### config.mk
export PLATFORM = sky130hd
export DESIGN_NAME = fpga_cfg_loader
export DESIGN_NICKNAME = d
export VERILOG_FILES = /design/src/rtl/fpga_cfg_loader.sv
export SDC_FILE = /design/constraint.sdc
export NUM_CORES = 1
export LEC_CHECK = 0
export BUFFER_PORTS_ARGS = -buffer_cell sky130_fd_sc_hd__buf_2
export CAP_MARGIN = 20
export CORE_UTILIZATION = 53
export CTS_CLUSTER_DIAMETER = 40
export CTS_CLUSTER_SIZE = 30
export DETAILED_ROUTE_END_ITERATION = 7
export PLACE_DENSITY = 0.76
export SYNTH_ARGS = -nofsm -noshare
export SYNTH_HDL_FRONTEND = slang
export SYNTH_SLANG_ARGS = --single-unit
### constraint.sdc
create_clock -name CK50 -period 2 [get_ports CK50]
set_clock_uncertainty 0.1 [all_clocks]
set_input_delay 0.3 -clock CK50 [delete_from_list [all_inputs] [get_ports CK50]]
set_output_delay 0.3 -clock CK50 [all_outputs]
set_load 0.02 [all_outputs]
### src/rtl/fpga_cfg_loader.sv
// Configuration loader: streams USB FIFO bytes into an FPGA slave port.
// Slave-serial (BUS_WIDTH=1) or SelectMAP (BUS_WIDTH=8) with supervision.
module fpga_cfg_loader #(
    parameter int BUS_WIDTH    = 8,
    parameter int CCLK_DIV     = 2,
    parameter int PROG_CYCLES  = 64,
    parameter int INIT_TIMEOUT = 65535,
    parameter int RD_HOLD      = 3,
    parameter int STARTUP_CLKS = 8,
    parameter int CNT_W        = 24
) (
    input  logic                 CK50,
    input  logic                 nRST,
    input  logic                 nPROG_REQ,
    input  logic                 nRXF,
    input  logic [7:0]           USB_D,
    output logic                 nRD,
    output logic                 PROG_B,
    input  logic                 INIT_B,
    input  logic                 DONE,
    output logic                 CCLK,
    output logic                 CSI_B,
    output logic                 RDWR_B,
    output logic [BUS_WIDTH-1:0] D,
    output logic                 nDONELED,
    output logic                 nERRLED,
    output logic [2:0]           STATE,
    output logic [CNT_W-1:0]     BYTES
);
    typedef enum logic [3:0] {
        S_IDLE  = 4'd0,
        S_PROG  = 4'd1,
        S_WINIT = 4'd2,
        S_WDATA = 4'd3,
        S_READ  = 4'd4,
        S_SHIFT = 4'd5,
        S_START = 4'd6,
        S_DONE  = 4'd7,
        S_ERR   = 4'd8
    } state_t;

    localparam int            PW       = (CCLK_DIV > 1) ? $clog2(CCLK_DIV) : 1;
    localparam logic [PW-1:0] PRE_MAX  = PW'(CCLK_DIV - 1);
    localparam logic [2:0]    LAST_BIT = (BUS_WIDTH == 1) ? 3'd7 : 3'd0;

    logic [1:0]           r_req_s;
    logic                 r_req_q;
    logic [1:0]           r_rxf_s;
    logic [1:0]           r_init_s;
    logic [1:0]           r_done_s;
    logic [PW-1:0]        r_pre;
    state_t               r_st;
    state_t               w_st_n;
    logic [31:0]          r_cnt;
    logic [31:0]          w_cnt_n;
    logic [2:0]           r_bit;
    logic [2:0]           w_bit_n;
    logic [7:0]           r_sr;
    logic [7:0]           w_sr_n;
    logic                 r_cclk;
    logic                 w_cclk_n;
    logic [CNT_W-1:0]     r_bytes;
    logic [CNT_W-1:0]     w_bytes_n;
    logic                 w_tick;
    logic                 w_reload;
    logic                 w_crc;
    logic                 w_init;
    logic                 w_done;
    logic                 w_rxf;
    logic [BUS_WIDTH-1:0] w_d;

    assign w_tick   = (r_pre == PRE_MAX);
    assign w_reload = r_req_q & ~r_req_s[1];
    assign w_init   = r_init_s[1];
    assign w_done   = r_done_s[1];
    assign w_rxf    = r_rxf_s[1];
    assign w_crc    = ~w_init &
                      ((r_st == S_WDATA) | (r_st == S_READ) | (r_st == S_SHIFT));

    always_ff @(posedge CK50) begin
        if (!nRST) begin
            r_req_s  <= 2'b11;
            r_req_q  <= 1'b1;
            r_rxf_s  <= 2'b11;
            r_init_s <= 2'b00;
            r_done_s <= 2'b00;
            r_pre    <= '0;
        end else begin
            r_req_s  <= {r_req_s[0], nPROG_REQ};
            r_req_q  <= r_req_s[1];
            r_rxf_s  <= {r_rxf_s[0], nRXF};
            r_init_s <= {r_init_s[0], INIT_B};
            r_done_s <= {r_done_s[0], DONE};
            r_pre    <= w_tick ? '0 : r_pre + 1'b1;
        end
    end

    always_ff @(posedge CK50) begin
        if (!nRST) begin
            r_st    <= S_IDLE;
            r_cnt   <= '0;
            r_bit   <= '0;
            r_sr    <= '0;
            r_cclk  <= 1'b0;
            r_bytes <= '0;
        end else begin
            r_st    <= w_st_n;
            r_cnt   <= w_cnt_n;
            r_bit   <= w_bit_n;
            r_sr    <= w_sr_n;
            r_cclk  <= w_cclk_n;
            r_bytes <= w_bytes_n;
        end
    end

    always_comb begin
        w_st_n    = r_st;
        w_cnt_n   = r_cnt;
        w_bit_n   = r_bit;
        w_sr_n    = r_sr;
        w_cclk_n  = r_cclk;
        w_bytes_n = r_bytes;
        if (w_reload) begin
            // a partial byte is dropped and never counted
            w_st_n    = S_PROG;
            w_cnt_n   = '0;
            w_cclk_n  = 1'b0;
            w_bytes_n = '0;
        end else if (w_crc) begin
            w_st_n   = S_ERR;
            w_cclk_n = 1'b0;
        end else begin
            unique case (r_st)
                S_PROG: begin
                    w_bytes_n = '0;
                    w_cnt_n   = r_cnt + 32'd1;
                    if (r_cnt == 32'(PROG_CYCLES - 1)) begin
                        w_st_n  = S_WINIT;
                        w_cnt_n = '0;
                    end
                end
                S_WINIT: begin
                    w_cnt_n = r_cnt + 32'd1;
                    if (w_init) begin
                        w_st_n = S_WDATA;
                    end else if (r_cnt == 32'(INIT_TIMEOUT - 1)) begin
                        w_st_n = S_ERR;
                    end
                end
                S_WDATA: begin
                    if (w_done) begin
                        w_st_n  = S_START;
                        w_cnt_n = '0;
                    end else if (!w_rxf && w_tick) begin
                        w_st_n  = S_READ;
                        w_cnt_n = '0;
                    end
                end
                S_READ: begin
                    if (r_cnt < 32'(RD_HOLD - 1)) begin
                        w_cnt_n = r_cnt + 32'd1;
                    end else if (w_tick) begin
                        w_sr_n  = USB_D;
                        w_bit_n = '0;
                        w_st_n  = S_SHIFT;
                    end
                end
                S_SHIFT: begin
                    if (w_tick) begin
                        if (!r_cclk) begin
                            w_cclk_n = 1'b1;
                        end else begin
                            // data advances only on the falling edge
                            w_cclk_n = 1'b0;
                            if (r_bit == LAST_BIT) begin
                                w_st_n    = S_WDATA;
                                w_bytes_n = (&r_bytes) ? r_bytes : r_bytes + 1'b1;
                            end else begin
                                w_bit_n = r_bit + 3'd1;
                                w_sr_n  = {r_sr[6:0], 1'b0};
                            end
                        end
                    end
                end
                S_START: begin
                    if (w_tick) begin
                        if (!r_cclk) begin
                            w_cclk_n = 1'b1;
                        end else begin
                            w_cclk_n = 1'b0;
                            w_cnt_n  = r_cnt + 32'd1;
                            if (r_cnt == 32'(STARTUP_CLKS - 1)) begin
                                w_st_n = S_DONE;
                            end
                        end
                    end
                end
                S_DONE: begin
                    if (!w_done && !w_init) begin
                        w_st_n = S_ERR;
                    end
                end
                S_IDLE, S_ERR: begin
                end
                default: begin
                    w_st_n = S_IDLE;
                end
            endcase
        end
    end

    if (BUS_WIDTH == 1) begin : g_ser
        assign w_d = r_sr[7];
    end else begin : g_par
        assign w_d = r_sr[BUS_WIDTH-1:0];
    end

    assign nRD      = (r_st != S_READ);
    assign PROG_B   = (r_st != S_PROG);
    assign CCLK     = r_cclk;
    assign CSI_B    = ~((r_st == S_WDATA) | (r_st == S_READ) | (r_st == S_SHIFT));
    assign RDWR_B   = 1'b0;
    assign D        = (r_st == S_SHIFT) ? w_d : '0;
    assign nDONELED = (r_st != S_DONE);
    assign nERRLED  = (r_st != S_ERR);
    assign STATE    = (r_st == S_ERR) ? 3'd7 : r_st[2:0];
    assign BYTES    = r_bytes;

endmodule

# [Word level (Yosys, flattened, before mapping)]
# Cells that the tools add are included.
# W data, S select, Z words.
[totals] regBits=82 input_bits=14 out_inout_bits=42 word_cells=153
[op_classes] addsub=4 n_lt_le_gt_ge=1 eq_ne=56 mux=44 bitwise=11 reduce_logical=23
[op_table] cell="$mux W32" n=6
[op_table] cell="$pmux W32 S5" n=1
[op_table] cell="$mux W24" n=4
[op_table] cell="$mux W4" n=15
[op_table] cell="$ne A4 B4 Y1 const B" n=13
[op_table] cell="$mux W8" n=6
[op_table] cell="$pmux W24 S2" n=1
[op_table] cell="$ne A3 B3 Y1 const B" n=13
[op_table] cell="$reduce_and A13 Y1" n=3
[op_table] cell="$add A32 B1 Y32 const B" n=1
[op_table] cell="$eq A32 B16 Y1 const B" n=1
[op_table] cell="$eq A32 B3 Y1 const B" n=1
[op_table] cell="$eq A32 B6 Y1 const B" n=1
[op_table] cell="$lt A32 B2 Y1 const B" n=1
[op_table] cell="$pmux W4 S8" n=1
[op_table] cell="$ne A2 B2 Y1 const B" n=14
[op_table] cell="$add A24 B1 Y24 const B" n=1
[op_table] cell="$reduce_and A24 Y1" n=1
[op_table] cell="$mux W3" n=6
[op_table] cell="$eq A4 B3 Y1 const B" n=4
[op_table] cell="$pmux W8 S2" n=1
[op_table] cell="$reduce_and A6 Y1" n=2
[op_table] cell="$ne A5 B5 Y1 const B" n=2
[op_table] cell="$eq A4 B2 Y1 const B" n=2
[op_table] cell="21 further kinds" n=38

# [Longest topological paths before layout]
[depth] depth_word=7 depth_mapped=10

# [Worst setup path after synthesis]
# No wires, ideal clock.
[synth_timing] path_kind="register to register" start="register r_bytes[8] (netlist: BYTES[8])" end="register r_bytes[16] (netlist: BYTES[16])" setup_time_ps=116 arrival_time_ps=2022 setup_slack_ps=-239 stages_incl_launch_ff=7 n_path_buf=0 synth_period_minus_slack_ps=2239 cell_sequence="dfxtp_1 -> and4_1 -> nand4_1 -> or2_2 -> nor4_4 -> a211oi_1 -> a31o_2"
[synth_between] elab_chain_len=6
[synth_rtl] item="start: declaration" line_no="62" rtl="logic [CNT_W-1:0] r_bytes;"
[synth_rtl] item="start signal: assignment" line_no="112" rtl="r_bytes <= w_bytes_n;"
[synth_rtl] item="$add A24 B1 Y24" line_no="177" rtl="w_bytes_n = (&r_bytes) ? r_bytes : r_bytes + 1'b1;"
[synth_rtl] item="$mux W24" line_no="177"
[synth_rtl] item="$mux W24" line_no="175" rtl="if (r_bit == LAST_BIT) begin"
[synth_rtl] item="$mux W24" line_no="170" rtl="if (!r_cclk) begin"
[synth_rtl] item="$mux W24" line_no="169" rtl="if (w_tick) begin"
[synth_rtl] item="$pmux W24 S2" line_no="133" rtl="unique case (r_st)"
# Parallel ways exist; a longest one is shown, timed or not. The select of a mux whose other input is x is not followed.
# A chain may end at the register's enable or synchronous reset.

# [Worst setup path in the final report]
[layout_timing] start="register r_st[2]" end="register r_cnt[14]"
[layout_between] elab_chain_len=6
[layout_rtl] item="start: declaration" line_no="52" rtl="state_t r_st;"
[layout_rtl] item="start signal: assignment" line_no="107" rtl="r_st <= w_st_n;"
[layout_rtl] item="$eq A4 B2 Y1 / $eq A4 B3 Y1 (equally long branches)" line_no="78, 133"
[layout_rtl] item="$or A1 B1 Y1 (2 in a row)" line_no="78" rtl="((r_st == S_WDATA) | (r_st == S_READ) | (r_st == S_SHIFT));"
[layout_rtl] item="$and A1 B1 Y1" line_no="77" rtl="assign w_crc = ~w_init &"
[layout_rtl] item="$not A1 Y1 (no source line)"
[layout_rtl] item="$reduce_and A6 Y1 (no source line)"
[layout_rtl] item="end signal: assignment" line_no="108" rtl="r_cnt <= w_cnt_n;"
[layout_rtl] item="end: declaration" line_no="54" rtl="logic [31:0] r_cnt;"
# Parallel ways exist; a longest one is shown, timed or not.

==> flow_metrics.tcl <==
set metrics [dict create \
    syn_area_mm2 0.004552 \
    grt_max_degree 19 \
    crit_chain "nor4b_2 > a32oi_2 > o2111a_2 > nand3_4 > buf_6 > o21ai_0 > a21oi_2" \
    startpoint "r_st[2]$_SDFFE_PP0P_" \
    maxSlewHeadroom 0.3893 \
    slew_viol_final 0 \
    cts_sinks 82 \
    antenna_found_initial 1 \
    ios 56 \
    crit_type "reg2reg" \
    area_growth_pct 72.65 \
    outcome "finished with violations" \
    synth.net_count 574 \
    layout_common_cells "124 x buf_4, 54 x dfxtp_1, 53 x nor2_1, 46 x buf_6, 40 x buf_2" \
    htreeDepth 3 \
    grt_pass1_wl_um 26740 \
    drcViolationCount 8 \
    hpwl_um 8861 \
    post-route-util 0.9517 \
    grt_pass1_vias 5286 \
    critPathArrivalTime_ns 2.92 \
    num_vias 6525 \
    synth_ff_type "dfxtp_1" \
    hold_violations 0 \
    row_count 33 \
    placed_cell_area_mm2 0.005809 \
    ir_drop_v 0.0007949 \
    startpoint_type "flop" \
    fin_tns_setup_ns -22.60 \
    required_ns 2.13 \
    layout_commonest_cell "buf_4" \
    grt.total_usage 0.3876 \
    power_density_mw_per_mm2 509.8 \
    p_leak_nw 2.878 \
    clk_latency_ns 0.38 \
    worst_hold_slack_ns 0.01743 \
    wl_um 26220 \
    r2r-start "r_st[2]$_SDFFE_PP0P_" \
    min_period_ns 2.795 \
    worstSetupEndpoint "r_cnt[14]$_SDFFE_PP0P_" \
    synth-edff-count 0 \
    violations "design-rule violations, negative setup slack" \
    cts_root_buffer "clkbuf_8" \
    hold_path.class "in2reg" \
    worst_pin_slew_ns 0.9065 \
    cp.depth 7 \
    layout-drive-gt1-share 0.5882 \
    setup_viol 85 \
    grt.overflow.total 0 \
    min_period_over_period 1.397 \
    cp_top_family "compound AO/OA/AOI/OAI gates" \
    cts_made_buffers 9 \
    syn_area_per_cell_um2 8.202 \
    synth_seq_cells 82 \
    cp_slowest_cell "o21ai_0" \
    cts_hold_buf 0 \
    ys_warn_count 0 \
    n_antenna_cell 0 \
    synth-seq-area-share 0.3606 \
    max_freq_ghz 0.3578 \
    nets 774 \
    worstPathMaxFanout 7 \
    cp_slowest_stage_delay_ns 0.72 \
    synth_cells 555 \
    yosysUniqueCellTypes 63 \
    core_mm2 0.008258 \
    path_buf_inv 1 \
    hold_start "nPROG_REQ" \
    finalInstanceArea_mm2 0.007859 \
    cp-end-kind "flop" \
    place_congestion 0.9697 \
    drt_iter0_markers 1023 \
    vias_per_cell 7.543 \
    fin_ws_ns -0.7947 \
    stdcell_count 865 \
    wire_per_inst_um 30.32 \
    clockBufferDepth 2 \
    reg2reg_depth 7 \
    numPortBuffers 54 \
    dieArea_mm2 0.008963 \
    placed_cells 792 \
    dr.pass1.iters 8 \
    ant_nets 0 \
    cts_tree "done" \
    fp.dieH_um 94.68 \
    rrSetupSlack_ns -0.79 \
    synthArstFlopShare 0 \
    drv_cap 0 \
    initial_core_util 0.5512 \
    die_x_um 94.68 \
    clk_pin_slew_ns 0.09 \
    r2r_end "r_cnt[14]$_SDFFE_PP0P_" \
    rsz0062_at_grt "yes" \
]
## area by class of cell
cell class / instances / area, um^2
Clock buffer: 10 / 127.6
Multi-Input combinational cell: 422 / 3794
Fill cell: 198 / 399.1
Clock inverter: 6 / 82.58
Tap cell: 105 / 131.4
Sequential cell: 82 / 1699
Timing Repair Buffer: 226 / 1972
Inverter: 14 / 52.55
## where the power goes
part | total (W) | switching (W) | internal [W]
clock network | 0.00140 | 0.000706 | 0.000699
registers | 0.00169 | 0.0000398 | 0.00165
logic | 0.000910 | 0.000527 | 0.000383
## logic make-up (layout without fill, tap and decap cells)
| logic type | Yosys count | after routing | synth area share |
|---|---|---|---|
| AND/OR/NAND/NOR | 287 | 288 | 0.3650 |
| adder cells (fa/ha/maj) | 5 | 5 | 0.01374 |
| other | 1 | 1 | 0.0008238 |
| buffers and inverters | 52 | 256 | 0.05525 |
| AO/OA/AOI/OAI | 87 | 87 | 0.1256 |
| XOR/XNOR | 41 | 41 | 0.07889 |
| flip-flops | 82 | 82 | 0.3606 |
## what timing repair did
item / in CTS / in global routing
pin swaps: 67 / 98
setup endpoints to repair: 82 / 86
resized for setup: 152 / 153
buffers inserted: 30 / 20
endpoints found under the hold margin: 0 / 0
cloned: 7 / 3
## routing by layer
layer  track usage  wire length [um]  vias to the layer above
met2        0.6319             11190                      821
met4        0.2172              2876                        2
met1        0.4674              8307                     2952
met3       0.09018              3816                      342
li1              -                 -                     2408
met5             0                32                        -
## per-stage QoR
stage	total power (W)	setup WS, ns
after global placement	0.002198	-0.2169
after global routing	0.004045	-1.104
after detailed placement	0.002205	-0.2382
final	0.004007	-0.7947
after CTS	0.003652	-0.09989
after floorplan	0.002026	-0.04808
## registers in the layout, summed over array words and instances, names as in the netlist
signal,cells
r_pre,1
BYTES,24
r_bit,3
r_init_s,2
r_cnt,32
r_req_s,2
r_rxf_s,2
CCLK,1
r_st,4
r_sr,8
r_req_q,1
r_done_s,2
## cell usage after synthesis, types with 3 or more instances
master | n | area, um^2
nor4_1 | 18 | 112.6
or4_1 | 6 | 45.04
dfxtp_1 | 82 | 1642
a211oi_1 | 11 | 82.58
nor3_1 | 24 | 120.1
a31o_2 | 3 | 26.28
nand3_1 | 25 | 125.1
nand2b_1 | 11 | 68.82
nand2_1 | 37 | 138.9
buf_4 | 3 | 22.52
clkbuf_1 | 13 | 48.80
and2_1 | 14 | 87.58
inv_1 | 14 | 52.55
nor4_2 | 9 | 112.6
xnor2_1 | 40 | 350.3
buf_6 | 3 | 33.78
nor2_1 | 66 | 247.7
or2_2 | 5 | 31.28
or3_1 | 10 | 62.56
nor2b_1 | 3 | 18.77
nand3b_1 | 3 | 22.52
and3_1 | 11 | 68.82
a21o_1 | 3 | 22.52
ha_1 | 5 | 62.56
nor3b_1 | 5 | 37.54
o21ai_0 | 14 | 70.07
buf_2 | 18 | 90.09
and4_1 | 8 | 70.07
a21oi_1 | 32 | 160.2
o31ai_1 | 5 | 37.54
nand4_1 | 16 | 100.1
## worst min-delay path by stage
| stage | endpoint | slack (ns) | depth (start not counted) |
|---|---|---|---|
| 3_3_place_gp | r_rxf_s[1]$_SDFF_PN1_ | 0.29 | 1 |
| 3_5_place_dp | r_rxf_s[1]$_SDFF_PN1_ | 0.29 | 1 |
| 6_report | r_req_s[0]$_SDFF_PN1_ | 0.02 | 2 |
| 4_1_cts | r_req_s[0]$_SDFF_PN1_ | 0.02 | 2 |
| 5_1_grt | r_req_s[0]$_SDFF_PN1_ | 0.03 | 2 |
| 2_1_floorplan | r_req_s[1]$_SDFF_PN1_ | 0.29 | 1 |
Note: power is estimated with default switching activity, not from simulation.
